**src/rtl/rmii_rx_deframer_pkg.sv**
```systemverilog
// Shared RMII receive definitions.
//   RMII_PREAMBLE_DIBIT / RMII_SFD_DIBIT : line symbols seen LSB-first on RXD[1:0]
//   ETH_MIN_FRAME / ETH_MAX_FRAME        : frame byte limits, dst MAC..FCS inclusive
//   dfr_state_t                          : deframer state encoding
package rmii_rx_deframer_pkg;

    localparam logic [1:0] RMII_PREAMBLE_DIBIT = 2'b01;
    localparam logic [1:0] RMII_SFD_DIBIT      = 2'b11;
    localparam int         ETH_MIN_FRAME       = 64;
    localparam int         ETH_MAX_FRAME       = 1522;

    typedef enum logic [2:0] {
        ST_IDLE,
        ST_PREAMBLE,
        ST_DATA,
        ST_EOF,
        ST_DROP
    } dfr_state_t;

endpackage

```
**src/rtl/rmii_rx_deframer.sv**
```systemverilog
// RMII (100 Mb/s) receive deframer: strips preamble/SFD, packs LSB-first
// dibits into bytes, marks frame start/end and checks length/alignment.
// Ports:
//   clk_i, rst_i          50 MHz reference clock, synchronous active-high reset
//   rmii_rx_data_i[1:0]   RXD from the PHY
//   rmii_crs_dv_i         CRS_DV, used as plain data-valid
//   data_o, valid_o       received byte with one-cycle strobe
//   sof_o                 with valid_o on the first byte of a frame
//   eof_o                 one-cycle end-of-frame pulse; len_o/err_* valid here
//   len_o                 frame byte count (saturating), held until next eof_o
//   err_align_o           frame ended mid-byte
//   err_len_o             frame shorter than MIN_LEN or longer than MAX_LEN
//   busy_o                deframer not idle
module rmii_rx_deframer
    import rmii_rx_deframer_pkg::*;
#(
    parameter int PREAMBLE_MIN = 8,
    parameter int MIN_LEN      = ETH_MIN_FRAME,
    parameter int MAX_LEN      = ETH_MAX_FRAME,
    parameter int LEN_W        = 11
) (
    input  logic             clk_i,
    input  logic             rst_i,
    input  logic [1:0]       rmii_rx_data_i,
    input  logic             rmii_crs_dv_i,
    output logic [7:0]       data_o,
    output logic             valid_o,
    output logic             sof_o,
    output logic             eof_o,
    output logic [LEN_W-1:0] len_o,
    output logic             err_align_o,
    output logic             err_len_o,
    output logic             busy_o
);

    localparam logic [3:0]       PMIN_C    = 4'(PREAMBLE_MIN);
    localparam logic [LEN_W-1:0] MIN_LEN_C = LEN_W'(MIN_LEN);
    localparam logic [LEN_W-1:0] MAX_LEN_C = LEN_W'(MAX_LEN);

    dfr_state_t       state;
    logic [1:0]       rxd_q;
    logic             crs_q;
    logic [3:0]       pcnt;
    logic [1:0]       dcnt;
    logic [5:0]       sreg;      // three most recent dibits; the 4th comes straight from rxd_q
    logic [LEN_W-1:0] len;
    logic             first;
    logic             over;

    logic [7:0]       byte_nxt;
    logic             len_sat;
    logic [LEN_W-1:0] len_inc;

    assign byte_nxt = {rxd_q, sreg};
    assign len_sat  = (len == '1);
    assign len_inc  = len_sat ? len : len + 1'b1;
    assign busy_o   = (state != ST_IDLE);

    always_ff @(posedge clk_i) begin
        if (rst_i) begin
            state       <= ST_IDLE;
            rxd_q       <= '0;
            crs_q       <= 1'b0;
            pcnt        <= '0;
            dcnt        <= '0;
            sreg        <= '0;
            len         <= '0;
            first       <= 1'b0;
            over        <= 1'b0;
            data_o      <= '0;
            valid_o     <= 1'b0;
            sof_o       <= 1'b0;
            eof_o       <= 1'b0;
            len_o       <= '0;
            err_align_o <= 1'b0;
            err_len_o   <= 1'b0;
        end else begin
            rxd_q   <= rmii_rx_data_i;
            crs_q   <= rmii_crs_dv_i;
            valid_o <= 1'b0;
            sof_o   <= 1'b0;
            eof_o   <= 1'b0;
            case (state)
                ST_IDLE: begin
                    if (crs_q) begin
                        if (rxd_q == RMII_PREAMBLE_DIBIT) begin
                            state <= ST_PREAMBLE;
                            pcnt  <= 4'd1;
                        end else begin
                            state <= ST_DROP;
                        end
                    end
                end
                ST_PREAMBLE: begin
                    if (!crs_q) begin
                        state <= ST_IDLE;
                    end else if (rxd_q == RMII_PREAMBLE_DIBIT) begin
                        if (pcnt != 4'hf) pcnt <= pcnt + 4'd1;
                    end else if (rxd_q == RMII_SFD_DIBIT && pcnt >= PMIN_C) begin
                        state <= ST_DATA;
                        dcnt  <= '0;
                        first <= 1'b1;
                        len   <= '0;
                        over  <= 1'b0;
                    end else begin
                        state <= ST_DROP;
                    end
                end
                ST_DATA: begin
                    if (!crs_q) begin
                        // Status is registered on the way into EOF so it lines up with eof_o.
                        state       <= ST_EOF;
                        eof_o       <= 1'b1;
                        len_o       <= len;
                        err_align_o <= (dcnt != 2'd0);
                        err_len_o   <= (len < MIN_LEN_C) | over;
                    end else begin
                        sreg <= byte_nxt[7:2];
                        dcnt <= dcnt + 2'd1;
                        if (dcnt == 2'd3) begin
                            len <= len_inc;
                            // Past MAX_LEN (or at counter saturation) bytes are swallowed.
                            if (!len_sat && len_inc <= MAX_LEN_C) begin
                                valid_o <= 1'b1;
                                data_o  <= byte_nxt;
                                sof_o   <= first;
                                first   <= 1'b0;
                            end else begin
                                over <= 1'b1;
                            end
                        end
                    end
                end
                ST_EOF:  state <= ST_IDLE;
                ST_DROP: if (!crs_q) state <= ST_IDLE;
                default: state <= ST_IDLE;
            endcase
        end
    end

endmodule

```
**config.mk**
```make
export PLATFORM = sky130hd
export DESIGN_NAME = rmii_rx_deframer
export DESIGN_NICKNAME = d
export VERILOG_FILES = /design/src/rtl/rmii_rx_deframer_pkg.sv /design/src/rtl/rmii_rx_deframer.sv
export SDC_FILE = /design/constraint.sdc
export NUM_CORES = 1
export LEC_CHECK = 0
export ABC_CLOCK_PERIOD_IN_PS = 3700
export CAP_MARGIN = 5
export CORE_ASPECT_RATIO = 0.9
export CORE_MARGIN = 4
export CORE_UTILIZATION = 50
export DETAILED_ROUTE_END_ITERATION = 7
export GPL_ROUTABILITY_DRIVEN = 0
export PLACE_DENSITY = 0.75
export SETUP_SLACK_MARGIN = 0.1
export SYNTH_ARGS = -nofsm -noshare
export SYNTH_HDL_FRONTEND = slang
export SYNTH_SLANG_ARGS = --single-unit
```
**constraint.sdc**
```tcl
create_clock -name clk_i -period 3.7 [get_ports clk_i]
set_clock_uncertainty 0.15 [all_clocks]
set_input_delay 0.37 -clock clk_i [delete_from_list [all_inputs] [get_ports clk_i]]
set_output_delay 0.37 -clock clk_i [all_outputs]
set_load 0.01 [all_outputs]
```
# After elaboration in Yosys (flattened, before gate mapping)

Cells that the tools add are included.
W data, S select, Z words.

Flip-flop bits (word level): 55
Output and inout port bits: 25
Word-level logic and storage cells: 111
Input port bits: 5

$lt $le $gt $ge: 3
Add/sub/neg operators: 3
Eq/ne operators: 22
Muxes and demuxes: 42
Reductions and logical operators: 20
Bitwise gates (word level): 5

Operator list:

| cell                    | number |
|---|---|
| $mux W11                | 6 |
| $ne A2 B2 Y1 const B    | 13 |
| $pmux W11 S2            | 1 |
| $mux W3                 | 7 |
| $mux W4                 | 5 |
| $mux W1                 | 14 |
| $reduce_and A7 Y1       | 2 |
| $pmux W3 S4             | 1 |
| $reduce_and A6 Y1       | 2 |
| $add A11 B1 Y11 const B | 1 |
| $eq A11 B11 Y1 const B  | 1 |
| $le A11 B11 Y1 const B  | 1 |
| $lt A11 B7 Y1 const B   | 1 |
| $mux W2                 | 4 |
| $pmux W4 S2             | 1 |
| $reduce_and A4 Y1       | 2 |
| $reduce_bool A2 Y1      | 3 |
| $reduce_and A5 Y1       | 1 |
| $reduce_or A5 Y1        | 1 |
| $add A4 B1 Y4 const B   | 1 |
| $eq A2 B2 Y1 const B    | 2 |
| $ge A4 B4 Y1 const B    | 1 |
| $ne A4 B4 Y1 const B    | 1 |
| $not A1 Y1              | 4 |
| other kinds (16)        | 19 |

# Depth between registers and ports, before layout

Gate-level depths: netlist of the first run.

Word-level depth: 8
Gate-level depth with buffers: 8
Depth with buffers taken out: 7

# Least setup slack after synthesis of the first run

Ideal clock, no wire load.

Kind: reg-to-reg
Start: reg len[1]
End: reg valid_o
Path buffers: 1
Clock period less this slack: 2.556 ns
Slack: 1.144 ns
Stages on the path, launching flop included: 9
Arrival time: 2.279 ns
Required time: 3.423 ns
Setup time: 0.127 ns
Cell sequence: dfxtp_1 -> ha_1 -> and4_4 -> a31oi_1 -> or3_1 -> or4_4 -> and3_4 -> buf_6 -> nor2b_1

Longest elaborated chain between the ends: 5
Elaborated cells between the ends (all ways): 7
Classes of those cells: add/sub (1); order compare (1); eq/ne (1); mux (2); reduce/logical (2)

RTL lines:

| what                                                     | line                                           | RTL |
|---|---|---|
| start: declaration                                       | rmii_rx_deframer.sv:46                         | `logic [LEN_W-1:0] len;` |
| start signal: assignment                                 | rmii_rx_deframer.sv:121                        | `len <= len_inc;` |
| $add A11 B1 Y11 / $eq A11 B11 Y1 (equally long branches) | rmii_rx_deframer.sv:56, rmii_rx_deframer.sv:55 |  |
| $mux W11                                                 | rmii_rx_deframer.sv:56                         | `assign len_inc = len_sat ? len : len + 1'b1;` |
| $le A11 B11 Y1                                           | rmii_rx_deframer.sv:123                        | `if (!len_sat && len_inc <= MAX_LEN_C) begin` |
| $logic_and A1 B1 Y1 *                                    | rmii_rx_deframer.sv:123                        |  |
| $mux W1 *                                                | rmii_rx_deframer.sv:123                        |  |
| end signal: assignment                                   | rmii_rx_deframer.sv:71                         | `valid_o <= 1'b0;` |
| end signal: assignment                                   | rmii_rx_deframer.sv:80                         | `valid_o <= 1'b0;` |
| end signal: assignment                                   | rmii_rx_deframer.sv:124                        | `valid_o <= 1'b1;` |
| end: declaration                                         | rmii_rx_deframer.sv:27                         | `output logic valid_o,` |

Mark *: on every way between the ends. The rest lies on a longest branch, timed or not.
A chain may end at the register's enable or synchronous reset.

# Worst setup path in the final report of the first run

Start: reg len[0]
End: reg valid_o

The elaborated chain is that of the path after synthesis.

==> impl_metrics.py, run 1 <==
metrics = {
    "clock_network": {
        "cts.clk_slew.worst_paths_ns": 0.10,
        "cts.repair.resized": 0,
        "cts_root_buf": "clkbuf_8",
        "cts_buffers": 5,
        "post_cts_buffers": 0,
        "clk_latency_ns": 0.31,
        "clkSinkCount": 55,
        "cts_tree": "done",
        "htree_levels": 2,
        "postCtsHoldBufs": 0,
        "cts_buffer_depth": 2,
    },
    "drt": {
        "first_iter_violations": 229,
        "drc": 0,
        "vias": 2166,
        "wl_um": 5180,
        "vias_per_cell": 5.47,
        "drtAntennaViolNets": 0,
        "routedWlPerCell_um": 13.1,
        "firstDrtPassIters": 4,
    },
    "timing": {
        "period_share_pct": 74.7,
        "report.final.slew_viol_count": 0,
        "holdWs_ns": 0.308,
        "fin_crit_ns": 2.76,
        "worst_slew_pin_slew_ns": 1.02,
        "slew_headroom_pct": 31.9,
        "finalHoldViolCount": 0,
        "fin_setup_tns_ns": 0,
        "rsz0062_at_grt": "false",
        "fmax_ghz": 0.362,
        "finalSetupViolations": 0,
    },
    "setup_path": {
        "crit_required_ns": 3.72,
        "path_class": "reg2reg",
        "worstSetupStartpoint": "len[0]",
        "startpoint_type": "register",
        "cp-end-kind": "register",
        "r2r_start": "len[0]",
        "path_max_fanout": 11,
        "cp.arrival_ns": 2.79,
    },
    "logic_synthesis": {
        "avgSynthCellArea_sq_um": 8.08,
        "synth.area.top_cells": "dfxtp_1 43%, nand2_1 7.4%, a21oi_1 6.7%",
        "synth-seq-area-share_pct": 43.4,
        "synth_top_area_share_pct": 43.4,
        "synth_ff_type": "dfxtp_1",
        "postSynthCellCount": 314,
        "synth_edf_count": 0,
        "ys_seq_elements": 55,
        "synthArstFlopShare_pct": 0,
        "yosysUniqueCellTypes": 46,
        "yosysWarningCount": 0,
        "yosys.area.top_type": "dfxtp_1",
        "syn-num-nets": 324,
        "syn_area_sq_mm": 0.00254,
    },
    "place": {
        "dpl.cell_count": 388,
        "dp_hpwl_um": 3350,
        "port_buffers": 29,
        "dpl_cell_area_sq_mm": 0.00282,
    },
    "floorplan": {
        "core_sq_mm": 0.00486,
        "die-area_sq_mm": 0.00628,
        "die_w_um": 83.1,
        "row_count": 24,
        "start_util_pct": 52.1,
        "ios": 30,
        "die_y_um": 75.6,
    },
    "layout": {
        "final_nets": 340,
        "layout_commonest_cell": "dfxtp_1",
        "utilization_pct": 60.6,
        "area_delta_synth_final_pct": 16.3,
        "diodes": 0,
        "fillCellCount": 450,
        "final_area_sq_mm": 0.00295,
        "final_cells": 396,
        "final_cell_mix": "55 x dfxtp_1, 50 x nand2_1, 34 x a21oi_1, 28 x clkdlybuf4s50_1, 27 x nor2_1",
        "layout-drive-gt1-share_pct": 4.53,
    },
    "grt": {
        "grt_pass1_wl_um": 8850,
        "grt-ovfl-total": 0,
        "antenna_found_initial": 0,
        "track_usage_pct": 17.4,
        "grt_max_degree": 65,
        "grt_pass1_vias": 1919,
    },
    "job": {
        "maxCapViolCount": 0,
    },
    "worst_hold_path": {
        "min_from": "len_o[5]",
        "hp-class": "reg2reg",
    },
    "outcome": {
        "status": "completed",
    },
    "power": {
        "p_per_area_mw_per_mm2": 369,
        "peakVddDrop_v": 0.000180,
        "p_leak_uw": 0.000982,
    },
}
[cell type report]
type | instances | area [sq um] | area share (%)
Clock buffer | 6 | 72.6 | 2.46
Clock inverter | 2 | 60.1 | 2.04
Multi-Input combinational cell | 230 | 1310 | 44.3
Tap cell | 65 | 81.3 | 2.76
Inverter | 7 | 26.3 | 0.891
Sequential cell | 55 | 1100 | 37.3
Timing Repair Buffer | 31 | 300 | 10.2
[registers in the layout, summed over array words and instances (netlist names), 2 cells and up]
register	count
len	11
len_o	11
data_o	8
sreg	6
pcnt	4
state	3
dcnt	2
rxd_q	2
[through the flow]
stage          setup slack, ns  power [uW]
5_1_grt                  0.806        1120
2_1_floorplan             1.14         632
6_report                 0.935        1090
3_5_place_dp             0.941         641
3_3_place_gp              1.04         640
4_1_cts                  0.931        1100
[logic make-up after synthesis]
group,count (synthesis),share of synthesized area (%)
adders and majority gates,5,2.47
buffers and inverters,29,5.03
xor gates and xnor gates,1,0.345
DFF,55,43.4
AOI/OAI and AO/OA,70,16.3
and+or+nand+nor,145,28.9
muxes,9,3.55
[path summary, 6_finish.rpt]
| path | slack (ns) | endpoint | depth (start not counted) |
|---|---|---|---|
| min | 0.31 | len_o[5] | 2 |
| max reg2reg | 0.94 | valid_o | 7 |
| max | 0.94 | valid_o | 7 |
| min reg2reg | 0.31 | len_o[5] | 2 |
[critical path, cell delays in order (launching register included)]
cell and delay (ns):
dfxtp_1 0.48, ha_1 0.35, and4_4 0.30, a31oi_1 0.08
or3_1 0.39, or4_4 0.52, and3_4 0.23, nor2b_1 0.14
[per-layer routing]
layer / global-route usage (%) / vias to the layer above / share of wire (%)
li1: - / 1114 / -
met1: 23.1 / 992 / 49
met2: 28.0 / 53 / 44
met3: 3.57 / 7 / 5.4
met4: 7.80 / 0 / 1.5
met5: 0 / - / 0
[report_power, final]
group / leakage, uW / switching, uW / internal (uW) / total, uW
registers: 0.000444 / 4.60 / 595 / 599
clock network: 0.0000654 / 192 / 270 / 463
logic: 0.000472 / 15.7 / 11.7 / 27.3
[synthesized netlist by cell type (all sizes together) (5+ instances only)]
master  instances
dfxtp          55
nand2          50
a21oi          34
nor2           27
nand2b         19
clkbuf         15
o21ai          13
mux2i           9
nand4           8
buf             7
inv             7
nor3            7
nand3           6
ha              5
nor2b           5
Power figures use the tool's default switching activity.
==> inputs of run 2 (changes only) <==
ABC_CLOCK_PERIOD_IN_PS = 2700   (was 3700)
clock period = 2.7 ns   (was 3.7 ns; I/O delays follow)
==> impl_metrics.py, run 2 (synthesis results as in run 1) <==
metrics = {
    "grt": {
        "grt-ovfl-total": 0,
        "grt_pass1_wl_um": 9110,
        "antenna_found_initial": 0,
        "track_usage_pct": 17.6,
        "grt_max_degree": 35,
        "grt_pass1_vias": 1970,
    },
    "setup_path": {
        "worstPathCellList": "ha_2 -> and4_4 -> a31oi_1 -> or3_1 -> or4_4 -> and3_4 -> and3b_1",
        "worst_path_max_delay_cell": "or4_4",
        "r2r_end": "sof_o",
        "path_max_fanout": 11,
        "r2r_slack_ns": 0.21,
        "cp.arrival_ns": 2.55,
        "worstSetupStartpoint": "len[1]",
        "cp_slowest_stage_delay_ns": 0.52,
        "worst-path-buf-inv": 0,
        "crit_cells": 7,
        "startpoint_type": "register",
        "r2r_start": "len[1]",
        "rr_worst_depth": 7,
        "crit_required_ns": 2.77,
        "cp-end-kind": "register",
        "path_class": "reg2reg",
        "crit_end": "sof_o",
        "path_delay_family": "simple AND/OR/NAND/NOR gates",
    },
    "power": {
        "p_switching_uw": 306,
        "p_leak_uw": 0.00103,
        "power_uw": 1320,
        "pwr-share-comb_pct": 2.9,
        "internal_power_uw": 1020,
        "p_sw_share_pct": 23.1,
        "p_per_area_mw_per_mm2": 438,
        "power_frac_clock_pct": 35.1,
        "pwr-share-seq_pct": 61.9,
        "peakVddDrop_v": 0.000261,
    },
    "job": {
        "maxCapViolCount": 0,
    },
    "timing": {
        "slew_headroom_pct": 66.6,
        "finalSetupViolations": 0,
        "worst_slew_pin_slew_ns": 0.500,
        "fin_ws_ns": 0.212,
        "fmax_ghz": 0.402,
        "fin_setup_tns_ns": 0,
        "period_share_pct": 92.1,
        "fin_crit_ns": 2.49,
        "finalHoldViolCount": 0,
        "report.final.slew_viol_count": 0,
        "rsz0062_at_grt": "false",
    },
    "place": {
        "dp_worst_setup_slack_ns": 0.107,
        "port_buffers": 29,
        "dp_hpwl_um": 3570,
        "dpl_cell_area_sq_mm": 0.00292,
    },
    "drt": {
        "firstDrtPassIters": 4,
        "vias_per_cell": 5.36,
        "routedWlPerCell_um": 12.5,
        "drc": 0,
        "drtAntennaViolNets": 0,
        "first_iter_violations": 192,
        "vias": 2199,
        "wl_um": 5130,
    },
    "floorplan": {
        "die_w_um": 83.1,
        "die-area_sq_mm": 0.00628,
        "ios": 30,
        "start_util_pct": 52.1,
        "row_count": 24,
        "die_y_um": 75.6,
        "core_sq_mm": 0.00486,
    },
    "clock_network": {
        "cts_buffers": 5,
        "postCtsHoldBufs": 0,
        "cts_root_buf": "clkbuf_8",
        "cts_buffer_depth": 2,
        "clk_latency_ns": 0.31,
        "htree_levels": 2,
        "cts_tree": "done",
        "cts.clk_slew.worst_paths_ns": 0.10,
        "clkSinkCount": 55,
    },
    "layout": {
        "layout_commonest_cell": "dfxtp_1",
        "diodes": 0,
        "area_delta_synth_final_pct": 19.1,
        "reg_top3": "len (11), len_o (11), data_o (8)",
        "utilization_pct": 62.1,
        "final_nets": 354,
        "final_cell_mix": "54 x dfxtp_1, 50 x nand2_1, 34 x a21oi_1, 28 x clkdlybuf4s50_1, 27 x nor2_1",
        "layout-drive-gt1-share_pct": 9.28,
        "final_area_sq_mm": 0.00302,
    },
    "worst_hold_path": {
        "hp-class": "in2reg",
    },
    "outcome": {
        "status": "completed",
    },
}
## run 2: cell count changes in the layout (fill, tap and decap cells not counted), sizes merged
cell and delta:
buf +14, bufinv -2, clkinv +2, clkbuf -1, clkinvlp +1
## run 2: metal layers
metal / vias up / part of all wire [%] / global-route usage (%)
met1: 1001 / 51 / 23.6
li1: 1149 / - / -
met3: 4 / 4.4 / 4.00
met5: - / 0 / 0
met2: 45 / 43 / 29.1
met4: 0 / 1.1 / 4.90
## run 2: cell type report
cell class	count	area, sq um
Clock buffer	5	68.8
Clock inverter	3	25.0
Fill cell	456	1840
Inverter	7	26.3
Multi-Input combinational cell	230	1310
Sequential cell	55	1100
Tap cell	65	81.3
Timing Repair Buffer	45	405
## run 2: how the worst min path moves through the flow
stage | to | slack [ns] | depth (start not counted) | start
finish | sreg[2] | 0.1 | 2 | rst_i
global route | sreg[0] | 0.12 | 2 | rst_i
CTS | sreg[2] | 0.1 | 2 | rst_i
detailed placement | len_o[2] | 0.30 | 2 | len_o[2]
global placement | len_o[9] | 0.29 | 2 | len_o[9]
floorplan | crs_q | 0.25 | 1 | rmii_crs_dv_i
## run 2: worst reg2reg max path, cell delays in order, from the launching register on
cell and delay [ns]:
dfxtp_4 0.39, ha_2 0.20, and4_4 0.27, a31oi_1 0.08, or3_1 0.37, or4_4 0.52
and3_4 0.23, and3b_1 0.18
## run 2: per-stage QoR
stage / hold slack [ns] / instances
floorplan: 0.248 / 314
global placement: 0.291 / 402
detailed placement: 0.297 / 402
CTS: 0.0967 / 410
global route: 0.118 / 410
finish: 0.0994 / 410
## run 2: what timing repair did
item                       4_1_cts  5_1_grt
gates resized for setup          0        3
setup endpoints to repair        0       11
buffers inserted                 0        0
## run 2: power groups by stage
| stage | Sequential [uW] | Clock (uW) | Combinational, uW |
|---|---|---|---|
| after detailed placement | 840 | 0 | 39.9 |
| after floorplan | 836 | 0 | 29.5 |
| after global placement | 840 | 0 | 39.7 |
| after CTS | 821 | 481 | 39.8 |
| final | 820 | 465 | 39.0 |
| after global routing | 821 | 513 | 44.3 |
==> inputs of run 3 (changes only) <==
ABC_AREA = 0   (was default)
SLEW_MARGIN = 10   (was default)
==> results of run 3 <==
Final layout, timing and power as in run 2 (identical DEF).
